`src/rtl/tmds_pkg.sv`:
```
// Shared TMDS constants: control tokens, TERC4 table, align FSM states.
// Decode helpers used by tmds_decoder.
package tmds_pkg;

  localparam logic [9:0] CTRL_00 = 10'b1101010100;
  localparam logic [9:0] CTRL_01 = 10'b0010101011;
  localparam logic [9:0] CTRL_10 = 10'b0101010100;
  localparam logic [9:0] CTRL_11 = 10'b1010101011;

  // Entry i is the symbol carrying TERC4 nibble i.
  localparam logic [15:0][9:0] TERC4_CODE = {
    10'b1011000011, 10'b0101100011,
    10'b1001110001, 10'b1010001110,
    10'b1011000110, 10'b0110011100,
    10'b0100111001, 10'b1011001100,
    10'b0100111100, 10'b0110001110,
    10'b0100011110, 10'b0101110001,
    10'b1011100010, 10'b1011100100,
    10'b1001100011, 10'b1010011100
  };

  typedef enum logic [1:0] {
    ST_SEARCH,
    ST_SLIP_HOLD,
    ST_LOCKED
  } align_state_t;

  function automatic logic [7:0] tmds_data(input logic [9:0] q);
    logic [7:0] d;
    logic [7:0] r;
    d = q[9] ? ~q[7:0] : q[7:0];
    r[0] = d[0];
    for (int i = 1; i < 8; i++) begin
      r[i] = q[8] ? (d[i] ^ d[i-1]) : ~(d[i] ^ d[i-1]);
    end
    return r;
  endfunction

  // Returns {hit, c1, c0}.
  function automatic logic [2:0] ctrl_decode(input logic [9:0] q);
    logic [2:0] r;
    case (q)
      CTRL_00: r = 3'b100;
      CTRL_01: r = 3'b101;
      CTRL_10: r = 3'b110;
      CTRL_11: r = 3'b111;
      default: r = 3'b000;
    endcase
    return r;
  endfunction

endpackage

```
`src/rtl/tmds_align_fsm.sv`:
```
// Word-alignment FSM: hunts for a run of control tokens, requests
// bit-slips on timeout, and drops lock when tokens stop arriving.
module tmds_align_fsm
  import tmds_pkg::*;
#(
  parameter int CTRL_RUN       = 4,
  parameter int SEARCH_TIMEOUT = 4096,
  parameter int SLIP_WAIT      = 16,
  parameter int LOSS_TIMEOUT   = 65536
) (
  input  logic clk,
  input  logic rst,
  input  logic valid,
  input  logic is_ctrl,
  output logic locked,
  output logic bitslip,
  output logic hold
);

  localparam int RW = $clog2(CTRL_RUN + 1);
  localparam int TW = $clog2(SEARCH_TIMEOUT + 1);
  localparam int WW = $clog2(SLIP_WAIT + 1);
  localparam int LW = $clog2(LOSS_TIMEOUT + 1);

  align_state_t state, state_nx;
  logic [RW-1:0] run_cnt, run_nx;
  logic [TW-1:0] tmo_cnt, tmo_nx;
  logic [WW-1:0] wait_cnt, wait_nx;
  logic [LW-1:0] loss_cnt, loss_nx;
  logic slip_nx;

  always_ff @(posedge clk or posedge rst) begin
    if (rst) begin
      state    <= ST_SEARCH;
      run_cnt  <= '0;
      tmo_cnt  <= '0;
      wait_cnt <= '0;
      loss_cnt <= '0;
      bitslip  <= 1'b0;
      locked   <= 1'b0;
    end else begin
      state    <= state_nx;
      run_cnt  <= run_nx;
      tmo_cnt  <= tmo_nx;
      wait_cnt <= wait_nx;
      loss_cnt <= loss_nx;
      bitslip  <= slip_nx;
      locked   <= (state == ST_LOCKED);
    end
  end

  always_comb begin
    state_nx = state;
    run_nx   = run_cnt;
    tmo_nx   = tmo_cnt;
    wait_nx  = wait_cnt;
    loss_nx  = loss_cnt;
    slip_nx  = 1'b0;
    if (valid) begin
      unique case (state)
        ST_SEARCH: begin
          run_nx = is_ctrl ? run_cnt + RW'(1) : '0;
          tmo_nx = tmo_cnt + TW'(1);
          // A completed token run beats a timeout on the same symbol.
          if (is_ctrl && run_cnt == RW'(CTRL_RUN - 1)) begin
            state_nx = ST_LOCKED;
            run_nx   = '0;
            tmo_nx   = '0;
          end else if (tmo_cnt == TW'(SEARCH_TIMEOUT - 1)) begin
            state_nx = ST_SLIP_HOLD;
            slip_nx  = 1'b1;
            run_nx   = '0;
            tmo_nx   = '0;
          end
        end
        ST_SLIP_HOLD: begin
          wait_nx = wait_cnt + WW'(1);
          if (wait_cnt == WW'(SLIP_WAIT - 1)) begin
            state_nx = ST_SEARCH;
            wait_nx  = '0;
          end
        end
        ST_LOCKED: begin
          loss_nx = is_ctrl ? '0 : loss_cnt + LW'(1);
          if (!is_ctrl && loss_cnt == LW'(LOSS_TIMEOUT - 1)) begin
            state_nx = ST_SEARCH;
            loss_nx  = '0;
          end
        end
        default: state_nx = ST_SEARCH;
      endcase
    end
  end

  assign hold = (state == ST_SLIP_HOLD);

endmodule

```
`src/rtl/tmds_decoder.sv`:
```
// One-channel TMDS receive decoder with word alignment.
// Define TMDS_DECODER_TERC4_EN to add TERC4 (data island) matching.
module tmds_decoder
  import tmds_pkg::*;
#(
  parameter int CTRL_RUN       = 4,
  parameter int SEARCH_TIMEOUT = 4096,
  parameter int SLIP_WAIT      = 16,
  parameter int LOSS_TIMEOUT   = 65536
) (
  input  logic       clk,
  input  logic       rst,
  input  logic [9:0] sym_in,
  input  logic       sym_valid,
  output logic [7:0] data,
  output logic [1:0] ctrl,
  output logic       de,
  output logic       out_valid,
  output logic       locked,
  output logic       bitslip,
  output logic [3:0] terc4,
  output logic       terc4_hit
);

  logic [9:0] s1_sym;
  logic       s1_valid;
  logic [2:0] ctrl_dec;
  logic [7:0] data_dec;
  logic       hold;

  always_ff @(posedge clk or posedge rst) begin
    if (rst) begin
      s1_sym   <= '0;
      s1_valid <= 1'b0;
    end else begin
      s1_valid <= sym_valid;
      if (sym_valid) s1_sym <= sym_in;
    end
  end

  assign ctrl_dec = ctrl_decode(s1_sym);
  assign data_dec = tmds_data(s1_sym);

  always_ff @(posedge clk or posedge rst) begin
    if (rst) begin
      data      <= '0;
      ctrl      <= '0;
      de        <= 1'b0;
      out_valid <= 1'b0;
    end else begin
      out_valid <= s1_valid & ~hold;
      if (s1_valid) begin
        data <= data_dec;
        de   <= ~ctrl_dec[2];
        if (ctrl_dec[2]) ctrl <= ctrl_dec[1:0];
      end
    end
  end

`ifdef TMDS_DECODER_TERC4_EN
  logic       t4_hit;
  logic [3:0] t4_val;

  always_comb begin
    t4_hit = 1'b0;
    t4_val = '0;
    for (int i = 0; i < 16; i++) begin
      if (s1_sym == TERC4_CODE[i]) begin
        t4_hit = 1'b1;
        t4_val = 4'(i);
      end
    end
  end

  always_ff @(posedge clk or posedge rst) begin
    if (rst) begin
      terc4     <= '0;
      terc4_hit <= 1'b0;
    end else if (s1_valid) begin
      terc4     <= t4_val;
      terc4_hit <= t4_hit;
    end
  end
`else
  assign terc4     = '0;
  assign terc4_hit = 1'b0;
`endif

  tmds_align_fsm #(
    .CTRL_RUN       (CTRL_RUN),
    .SEARCH_TIMEOUT (SEARCH_TIMEOUT),
    .SLIP_WAIT      (SLIP_WAIT),
    .LOSS_TIMEOUT   (LOSS_TIMEOUT)
  ) u_align (
    .clk     (clk),
    .rst     (rst),
    .valid   (s1_valid),
    .is_ctrl (ctrl_dec[2]),
    .locked  (locked),
    .bitslip (bitslip),
    .hold    (hold)
  );

endmodule

```
`config.mk`:
```
export PLATFORM = sky130hd
export DESIGN_NAME = tmds_decoder
export DESIGN_NICKNAME = d
export VERILOG_FILES = /design/src/rtl/tmds_pkg.sv /design/src/rtl/tmds_align_fsm.sv /design/src/rtl/tmds_decoder.sv
export SDC_FILE = /design/constraint.sdc
export NUM_CORES = 1
export LEC_CHECK = 0
export CAP_MARGIN = 15
export CORE_ASPECT_RATIO = 0.7
export CORE_UTILIZATION = 45
export CTS_CLUSTER_SIZE = 25
export DETAILED_ROUTE_END_ITERATION = 12
export PLACE_DENSITY = 0.65
export SLEW_MARGIN = 20
export SYNTH_ARGS = -nofsm -noshare
export SYNTH_HDL_FRONTEND = slang
export SYNTH_SLANG_ARGS = --single-unit
```
`constraint.sdc`:
```
create_clock -name clk -period 3.55 [get_ports clk]
set_clock_uncertainty 0.15 [all_clocks]
set_input_delay 0.355 -clock clk [delete_from_list [all_inputs] [get_ports clk]]
set_output_delay 0.355 -clock clk [all_outputs]
set_load 0.1 [all_outputs]
```
==> metrics.md <==
| Metric | Value |
|---|---|
| Leakage power | 0.001604 uW |
| Run status | complete, no violations |
| Via count of the first global-routing pass | 2269 |
| Post-CTS Repair Setup Buffers | 0 |
| Origin of the critical flop-to-flop path | u_align.tmo_cnt[0] |
| Area Overhead vs Synth | 16.67% |
| Fraction of layout instances using a drive strength above 1 | 0.1136 |
| Largest net degree at the start of global routing | 49 |
| Insertion delay of the later-clocked pin in the worst-skew pair | 0.33 ns |
| Leading area contributor after synthesis | dfrtp_1 |
| Top-area cell type share of the netlist area | 0.5015 |
| Initial core utilization | 0.4734 |
| Crit Path Class | flop to output pin |
| Die ar. | 0.007556 mm^2 |
| Net total in the final layout | 366 |
| Share of synthesized area occupied by flip-flops and latches | 0.5015 |
| Worst flop-to-flop path endpoint | u_align.run_cnt[0] |
| Setup repair after global routing missed its margin | no |
| Cell types occupying the most area after synthesis | dfrtp_1, xnor2_1, nor2_1, nand2_1, mux2_2 |
| Port bufs | 26 |
| Gate count after technology mapping | 320 |
| Clock slew seen by the registers of the worst setup and hold paths | 0.07 ns |
| DR vias/cell | 5.043 |
| Reg2Reg Depth | 6 |
| Final sum of negative setup slack | 0 ns |
| Final Hold Vio Count | 0 |
| Slew at the pin closest to its max-slew limit | 0.9880 ns |
| Switching Share | 0.3220 |
| Kind of path behind the tightest hold check | input pin to async pin |
| Cell area after synthesis | 0.003243 mm^2 |
| Total routing resource utilization after global routing | 0.1860 |
| Net switching power | 652.7 uW |
| Vertical die dimension | 73.03 um |
| Final worst hold slack | 0.3265 ns |
| CTS root buf | clkbuf_8 |
| Arrival time of the worst setup path | 1.85 ns |
| GR met2 Demand/Resource | 0.2568 |
| Internal Pwr Total | 1374 uW |
| Deepest clock path buffer count | 2 |
| Share of async-settable or async-resettable flops after synthesis | 1.000 |
| Element type at the critical path end | output pin |
| Crit path buf inv count | 1 |
| Share of total power in sequential cells | 0.440 |
| Number of cells on the critical path | 1 |
| Number of antenna violations at the first check in global routing | 0 |
| Placed wire-length estimate | 4262 um |
| Fraction of power consumed by the clock network | 0.338 |
| Worst slack at placement | 1.466 ns |
| Placer's final routability congestion estimate | 0.7989 |
| Global-route wire length before repair | 10650 um |
| Synthesized flop and latch total | 65 |
| Commonest register cell after synthesis | dfrtp_1 |
| Number of enable-type register cells in the synthesized netlist | 0 |
| TritonCTS clock tree | done |
| Stage delay of the slowest cell on the critical path | 1.14 ns |
| Cell chain of the critical path | clkdlybuf4s50_1 |
| Post-route fraction of the period consumed by the critical path | 0.6629 |
| Max-capacitance violation count | 0 |
| Detailed-route via count | 2249 |
| Leading cell types by count after synthesis | dfrtp_1, nor2_1, nand2_1 |
| Largest vdd supply drop | 358.3 uV |
| Count of pins on the block boundary | 32 |
| Maximum fanout along the worst path | 2 |
| Minimum setup slack in the final design | 1.197 ns |
| Instance count after placement with tap cells included | 430 |
| Count of unresolved DRC violations after routing | 0 |
| Kind of start point of the critical path | flop |
| Total iterations of the first detailed-routing run | 4 |
| Final Max Tran Viols | 0 |
| Shortest clock period the worst path allows after layout | 2.353 ns |
| Critical-path cell with the highest stage delay | clkdlybuf4s50_1 |
| Met1 usage in global routing | 0.2704 |
| Total wirelength of the detailed-routed design | 6057 um |
| Worst slew margin | 0.3393 |
| Drt wl/cell | 13.58 um |
| Total clock sinks | 65 |
| Combinational fraction of design power | 0.221 |
| Number of cell rows | 25 |
| P per Cell Area | 535.7 mW/mm^2 |
| Total of endpoints with negative setup slack in the final report | 0 |
| Data required time at the worst endpoint | 3.04 ns |
| Number of H-tree levels | 3 |
| Dominant cell by count in the synthesized netlist | dfrtp_1 |
| Cell Count, Final, Fillers Out | 446 |
| Gr busiest metal | met1 |
| Synth unique cells | 46 |
| Antenna fix cells | 0 |
| Die W | 103.5 um |
| CTS resizes | 0 |
| Average size of a mapped cell | 10.13 um^2 |
| Cell family with most CP delay | buffers and inverters |
| Total of warnings raised by yosys | 0 |
| Count of nets left with antenna violations after detail routing | 0 |
| Final global-route overflow total | 0 |
| DR iter-0 viols | 159 |
| Post-layout util | 0.5523 |
| Met3 Use GR | 0.06609 |
| Standard cell core area | 0.006850 mm^2 |
| Hold buffer count at CTS | 0 |
| Highest clock frequency the design can meet | 424.9 MHz |
| Number of CTS-inserted buffers | 9 |
| Register-to-register setup slack | 1.47 ns |
per-layer routing:
metal,vias to the layer above,part of all wire
met4,0,0.011
li1,1135,-
met5,-,0
met2,40,0.42
met1,1068,0.53
met3,6,0.035
power by group through the flow:
stage               clock, uW  combinational (uW)  sequential [uW]
global route              742                 483              904
detailed placement          0                 451              902
finish                    686                 449              892
floorplan                   0                 196             1050
global placement            0                 447              902
CTS                       712                 452              891
final cells by class:
cell class | instances | area [um^2]
clock inverter | 1 | 30.03
tap | 94 | 117.6
inverter | 8 | 31.28
clock buffer | 15 | 196.4
timing repair buffer | 29 | 282.8
sequential | 65 | 1627
fill | 592 | 3067
multi-input combinational | 234 | 1499
cell usage in the layout, fill, tap and decap left out, types with 8 or more instances in the layout:
cell type and n:
clkdlybuf4s50_1 26, o21ai_0 11, nand4_1 10, nand3_1 18
xnor2_1 17, nor2b_1 8, dfrtp_1 65, nor2_1 37
xor2_1 14, nand2_1 36, mux2_2 12, a21oi_1 12
clkbuf_8 14
registers in the layout (all words and copies together) (netlist names):
signal and flops:
data 8, u_align.wait_cnt 5, de 1, s1_sym 10, out_valid 1, u_align.run_cnt 3, ctrl 2, u_align.locked 1
u_align.tmo_cnt 13, u_align.bitslip 1, u_align.state 2, u_align.loss_cnt 17, s1_valid 1
stage by stage:
stage | instance area [um^2] | power (uW)
after detailed placement | 3556 | 1354
after floorplan | 3258 | 1250
final | 3784 | 2027
after global routing | 3784 | 2128
after global placement | 3556 | 1348
after CTS | 3782 | 2055
cells by family after synthesis:
family	after synthesis	share of synthesized area
compound gates	38	0.07755
buf+inv	25	0.04089
flops	65	0.5015
fa+ha+maj	6	0.02315
xor+xnor	31	0.08372
mux	15	0.05093
other cells	1	0.001156
simple gates	139	0.2211
worst max-delay path by stage:
stage                        from                  to  slack, ns
6_report                  ctrl[0]             ctrl[0]       1.20
2_1_floorplan                 rst             ctrl[0]       1.42
4_1_cts                   ctrl[0]             ctrl[0]       1.17
3_5_place_dp   u_align.tmo_cnt[0]  u_align.run_cnt[0]       1.47
5_1_grt                   ctrl[0]             ctrl[0]       1.15
3_3_place_gp   u_align.tmo_cnt[0]  u_align.run_cnt[0]       1.46
No activity file was read; power rests on OpenSTA's default activity.
